File: config.mk
export PLATFORM = sky130hd
export DESIGN_NAME = elelock_codeentry
export DESIGN_NICKNAME = d
export VERILOG_FILES = /design/src/rtl/elelock_codeentry.sv
export SDC_FILE = /design/constraint.sdc
export NUM_CORES = 1
export LEC_CHECK = 0
export CORE_UTILIZATION = 40
export DETAILED_ROUTE_END_ITERATION = 8
export GPL_TIMING_DRIVEN = 0
export PLACE_DENSITY = 0.56
export SLEW_MARGIN = 20
export SYNTH_ARGS = -nofsm -noshare
export SYNTH_HDL_FRONTEND = slang
export SYNTH_SLANG_ARGS = --single-unit
File: constraint.sdc
create_clock -name clk -period 5.5 [get_ports clk]
set_clock_uncertainty 0.1 [all_clocks]
set_input_delay 0.825 -clock clk [delete_from_list [all_inputs] [get_ports clk]]
set_output_delay 0.825 -clock clk [all_outputs]
set_load 0.02 [all_outputs]
File: src/rtl/elelock_codeentry.sv
// Code-entry front end of the electronic lock: synchronises and debounces the
// 10-key pad, collects NDIGITS digits, checks them and manages the lockout.
module elelock_codeentry #(
  parameter int unsigned          NDIGITS  = 4,
  parameter logic [4*NDIGITS-1:0] PASSCODE = 16'h1234,
  parameter int unsigned          DEBOUNCE = 4,
  parameter int unsigned          TIMEOUT  = 1000,
  parameter int unsigned          MAX_FAIL = 3,
  parameter int unsigned          LOCK_CYC = 5000
) (
  input  logic       clk,
  input  logic       rst_n,
  input  logic [9:0] tenkey,
  input  logic       close,
  output logic       key,
  output logic       fail,
  output logic       locked_out,
  output logic [3:0] digit_cnt
);

  localparam int CW = $clog2(DEBOUNCE + 1);
  localparam int TW = $clog2(TIMEOUT + 1);
  localparam int FW = $clog2(MAX_FAIL + 1);
  localparam int LW = $clog2(LOCK_CYC + 1);
  localparam int EW = 4 * NDIGITS;

  typedef enum logic [1:0] {S_IDLE, S_ENTRY, S_CHECK, S_LOCKOUT} state_t;

  state_t         state;
  logic [9:0]     sync1, sync2, prev;
  logic [CW-1:0]  stab_cnt, stab_next;
  logic           armed, onehot, accept;
  logic [3:0]     digit;
  logic [EW-1:0]  entry;
  logic [EW+3:0]  entry_cat;
  logic [TW-1:0]  idle_cnt;
  logic [FW-1:0]  fail_cnt;
  logic [LW-1:0]  lock_cnt;

  // NOTE: every signal written in always_comb gets a default first, so no path
  // leaves it unassigned and no latch is inferred.
  always_comb begin
    onehot    = (sync2 != '0) && ((sync2 & (sync2 - 10'd1)) == '0);
    stab_next = '0;
    if (onehot) begin
      if (sync2 != prev)                   stab_next = CW'(1);
      else if (stab_cnt == CW'(DEBOUNCE))  stab_next = stab_cnt;
      else                                 stab_next = stab_cnt + CW'(1);
    end
  end

  // One acceptance per press: armed drops on acceptance and only an all-zero
  // synced pad re-arms it; held keys during lockout also disarm.
  assign accept = armed && onehot && (stab_next == CW'(DEBOUNCE)) && (state != S_LOCKOUT);

  always_comb begin
    digit = '0;
    for (int i = 0; i < 10; i++) begin
      if (sync2[i]) digit = 4'(i);
    end
  end

  assign entry_cat = {entry, digit};

  // NOTE: sequential state uses non-blocking assignments only, so every flop
  // samples pre-edge values regardless of block ordering.
  always_ff @(posedge clk or negedge rst_n) begin
    if (!rst_n) begin
      sync1    <= '0;
      sync2    <= '0;
      prev     <= '0;
      stab_cnt <= '0;
      armed    <= 1'b0;
    end else begin
      sync1    <= tenkey;
      sync2    <= sync1;
      prev     <= sync2;
      stab_cnt <= stab_next;
      if (sync2 == '0)                          armed <= 1'b1;
      else if (accept || (state == S_LOCKOUT))  armed <= 1'b0;
    end
  end

  always_ff @(posedge clk or negedge rst_n) begin
    if (!rst_n) begin
      state      <= S_IDLE;
      entry      <= '0;
      digit_cnt  <= '0;
      idle_cnt   <= '0;
      fail_cnt   <= '0;
      lock_cnt   <= '0;
      key        <= 1'b0;
      fail       <= 1'b0;
      locked_out <= 1'b0;
    end else begin
      key  <= 1'b0;
      fail <= 1'b0;
      unique case (state)
        S_IDLE: begin
          if (accept && !close) begin
            entry     <= entry_cat[EW-1:0];
            digit_cnt <= 4'd1;
            idle_cnt  <= '0;
            state     <= (NDIGITS == 1) ? S_CHECK : S_ENTRY;
          end
        end
        S_ENTRY: begin
          // close beats a simultaneous digit; a digit beats a simultaneous timeout
          if (close) begin
            entry     <= '0;
            digit_cnt <= '0;
            idle_cnt  <= '0;
            state     <= S_IDLE;
          end else if (accept) begin
            entry     <= entry_cat[EW-1:0];
            digit_cnt <= digit_cnt + 4'd1;
            idle_cnt  <= '0;
            if (digit_cnt + 4'd1 == 4'(NDIGITS)) state <= S_CHECK;
          end else if (idle_cnt == TW'(TIMEOUT - 1)) begin
            entry     <= '0;
            digit_cnt <= '0;
            idle_cnt  <= '0;
            state     <= S_IDLE;
          end else begin
            idle_cnt <= idle_cnt + TW'(1);
          end
        end
        S_CHECK: begin
          entry     <= '0;
          digit_cnt <= '0;
          state     <= S_IDLE;
          if (entry == PASSCODE) begin
            key      <= 1'b1;
            fail_cnt <= '0;
          end else begin
            fail <= 1'b1;
            if (fail_cnt >= FW'(MAX_FAIL - 1)) begin
              fail_cnt   <= '0;
              lock_cnt   <= '0;
              locked_out <= 1'b1;
              state      <= S_LOCKOUT;
            end else begin
              fail_cnt <= fail_cnt + FW'(1);
            end
          end
        end
        S_LOCKOUT: begin
          if (lock_cnt == LW'(LOCK_CYC - 1)) begin
            locked_out <= 1'b0;
            state      <= S_IDLE;
          end else begin
            lock_cnt <= lock_cnt + LW'(1);
          end
        end
      endcase
    end
  end

endmodule

==> results.sh <==
export IMPL_hpwlAfterDp_um=5240
export IMPL_ant_nets=0
export IMPL_netlist_instances=354
export IMPL_ctsResizeCount=0
export IMPL_power_density_nw_per_um2=343
export IMPL_die_h_um=100
export IMPL_diodes=0
export IMPL_pin_count=20
export IMPL_fin_cells=519
export IMPL_wl_met2_um=3570
export IMPL_core_region_area_sq_um=9330
export IMPL_yosys_warnings=0
export IMPL_clkTransAtPathRegs_ns=0.09
export IMPL_drive_gt1_share_pct=7.95
export IMPL_cp_end_kind="register"
export IMPL_synthFlopType="dfrtp_1"
export IMPL_antenna_found_initial=0
export IMPL_rows=35
export IMPL_cellLeakagePower_nw=1.91
export IMPL_syn_cell_area_sq_um=3870
export IMPL_placed_area_sq_um=4250
export IMPL_holdCritPathClass="register to register"
export IMPL_worst_setup_path_start_kind="register"
export IMPL_ir_drop_v=0.000150
export IMPL_hold_viol_final=0
export IMPL_cts_sinks=84
export IMPL_grt_pass1_vias=2713
export IMPL_yosysUniqueCellTypes=53
export IMPL_final_setup_worst_slack_ns=2.38
export IMPL_period_share_pct=56.7
export IMPL_rsz0062_at_grt="no"
export IMPL_topRoutingLayerUsed="met4"
export IMPL_viasPerCell=5.29
export IMPL_fin_util_pct=47.4
export IMPL_synth_edf_count=0
export IMPL_setup_viol_count_final=0
export IMPL_drtIter0Drc=96
export IMPL_fillCellCount=886
export IMPL_cts_tree="yes"
export IMPL_place_inst=503
export IMPL_hold_ws_ns=0.252
export IMPL_cts_hold_buffers=0
export IMPL_drv_cap=0
export IMPL_worstMarginPinSlew_ns=0.709
export IMPL_stdcell_area_sq_um=4420
export IMPL_m1WireLength_um=3530
export IMPL_cts_buffers=9
export IMPL_area_growth_pct=14.1
export IMPL_drc=0
export IMPL_overflow=0
export IMPL_clockRootBuffer="clkbuf_8"
export IMPL_cts_setup_buffers=0
export IMPL_slew_headroom_pct=52.7
export IMPL_worst_setup_path_type="register to register"
export IMPL_num_vias=2747
export IMPL_syn_area_per_cell_sq_um=10.9
export IMPL_ys_ff_latch=84
export IMPL_fin_crit_ns=3.12
export IMPL_start_util_pct=41.5
export IMPL_first_pass_iters=4
export IMPL_slew_viol_final=0
export IMPL_setup_tns_ns=0
export IMPL_grt_pass1_wl_um=12900
export IMPL_status="complete, no violations"
export IMPL_htree_num_levels=3
export IMPL_layout_nets=410
export IMPL_synth_async_reset_ratio_pct=100
export IMPL_max_freq_mhz=321
export IMPL_critical_path_required_ns=5.69
export IMPL_gp_congestion=0.775
export IMPL_grt_max_degree=48
export IMPL_dp_slack_ns=2.41
export IMPL_die_area_sq_um=10100
export IMPL_clk_latency_ns=0.35
export IMPL_dieWidth_um=100
export IMPL_yosysSeqAreaShare_pct=54.3
export IMPL_synthesis_nets=379
export IMPL_crit_arrival_ns=3.31
export IMPL_routed_wl_um=7410
export IMPL_cp_max_fo=10
export IMPL_p_total_mw=1.52
export IMPL_clk_path_buf_depth=2
export IMPL_numPortBuffers=19
export IMPL_wl_met3_um=168
export IMPL_grt_total_usage_pct=16.4
export IMPL_routedWlPerCell_um=14.3
## Yosys cell counts, types with 2 or more instances
master / instances / share of area, %
or2_2: 2 / 0.32
o31ai_1: 3 / 0.58
o21ai_0: 13 / 1.7
or3_1: 8 / 1.3
o21a_1: 3 / 0.58
dfrtp_1: 84 / 54
mux2_2: 2 / 0.58
nor3b_1: 2 / 0.39
clkbuf_1: 7 / 0.68
nand3_1: 8 / 1.0
xnor2_1: 13 / 2.9
nor3_1: 8 / 1.0
or4_1: 4 / 0.78
nand4_1: 10 / 1.6
inv_1: 12 / 1.2
o211a_1: 2 / 0.52
nand2_1: 31 / 3.0
nor4b_1: 4 / 0.90
o22ai_1: 2 / 0.32
a21oi_2: 2 / 0.45
a211oi_1: 2 / 0.39
a21oi_1: 17 / 2.2
a22o_1: 24 / 5.4
and2_1: 2 / 0.32
mux2i_1: 3 / 0.78
xor2_1: 7 / 1.6
buf_6: 2 / 0.58
nor4bb_1: 2 / 0.52
buf_4: 2 / 0.39
nor2_1: 25 / 2.4
and3_1: 3 / 0.48
nor4_1: 6 / 0.97
nand2b_1: 3 / 0.48
a211o_1: 2 / 0.45
ha_1: 12 / 3.9
o21bai_1: 4 / 0.78
a32o_1: 2 / 0.52
## per-layer routing
metal / vias up / track usage (%)
met5: - / 0
li1: 1352 / -
met4: 0 / 6.69
met1: 1347 / 20.6
met3: 15 / 3.41
met2: 33 / 27.6
## worst max-delay path: stages (launching register included)
cell      delay (ns)
dfrtp_1         0.43
inv_1           0.06
ha_1            0.22
or3b_2          0.47
a31o_2          0.25
nor4_1          0.34
and4_4          0.32
o21bai_1        0.15
a21oi_2         0.32
buf_4           0.24
a22o_1          0.14
## cells by family after synthesis
kind of cell | after synthesis | synth area share, %
buffers and inverters | 24 | 2.94
flip-flops | 84 | 54.3
multiplexers | 5 | 1.36
adder cells (fa/ha/maj) | 13 | 4.13
AND/OR/NAND/NOR | 124 | 17.0
XOR/XNOR | 20 | 4.52
AO/OA/AOI/OAI | 84 | 15.8
## path summary, 6_finish.rpt
path,from,end,slack (ns),cells after the start
setup reg to reg,stab_cnt[0]$_DFF_PN0_,entry[6]$_DFFE_PN0P_,2.38,10
setup / recovery,stab_cnt[0]$_DFF_PN0_,entry[6]$_DFFE_PN0P_,2.38,10
hold reg to reg,sync1[9]$_DFF_PN0_,sync2[9]$_DFF_PN0_,0.25,0
hold / removal,sync1[9]$_DFF_PN0_,sync2[9]$_DFF_PN0_,0.25,0
min in group asynchronous,rst_n,idle_cnt[9]$_DFFE_PN0P_,0.33,1
max in group asynchronous,rst_n,prev[9]$_DFF_PN0_,4.37,2
## layout make-up
type	count	area [sq um]	share of cell area [%]
sequential	84	2100	47.6
multi-input combinational	246	1660	37.5
timing repair buffer	20	215	4.87
tap	129	161	3.65
clock buffer	11	131	2.97
buffer	12	68.8	1.56
inverter	12	45.0	1.02
clock inverter	5	38.8	0.877
## registers in the layout, summed over array words and instances, names as in the netlist
signal,flops
entry,16
lock_cnt,13
idle_cnt,10
prev,10
sync1,10
sync2,10
digit_cnt,4
stab_cnt,3
fail_cnt,2
state,2
armed,1
fail,1
key,1
locked_out,1
## power breakdown
part / switching [mW] / internal [mW] / leakage (nW)
Clock: 0.226 / 0.165 / 0.0718
Sequential: 0.0699 / 0.698 / 1.08
Combinational: 0.204 / 0.154 / 0.759
Total: 0.500 / 1.02 / 1.91
## cell usage in the layout (no fill, tap or decap), drive strengths merged, types with 3 or more instances in the layout
master / n
o21bai: 4
nand4: 10
a22o: 24
nor3: 8
clkinvlp: 4
inv: 12
or4: 4
buf: 7
ha: 12
clkbuf: 18
mux2i: 3
xor2: 7
nor4: 6
and3: 3
nor2: 25
xnor2: 13
or3: 8
o21ai: 13
nand2b: 3
nor4b: 4
nand2: 31
clkdlybuf4s50: 18
dfrtp: 84
o21a: 3
o31ai: 3
a21oi: 19
nand3: 8
(Power assumes the default switching activity.)
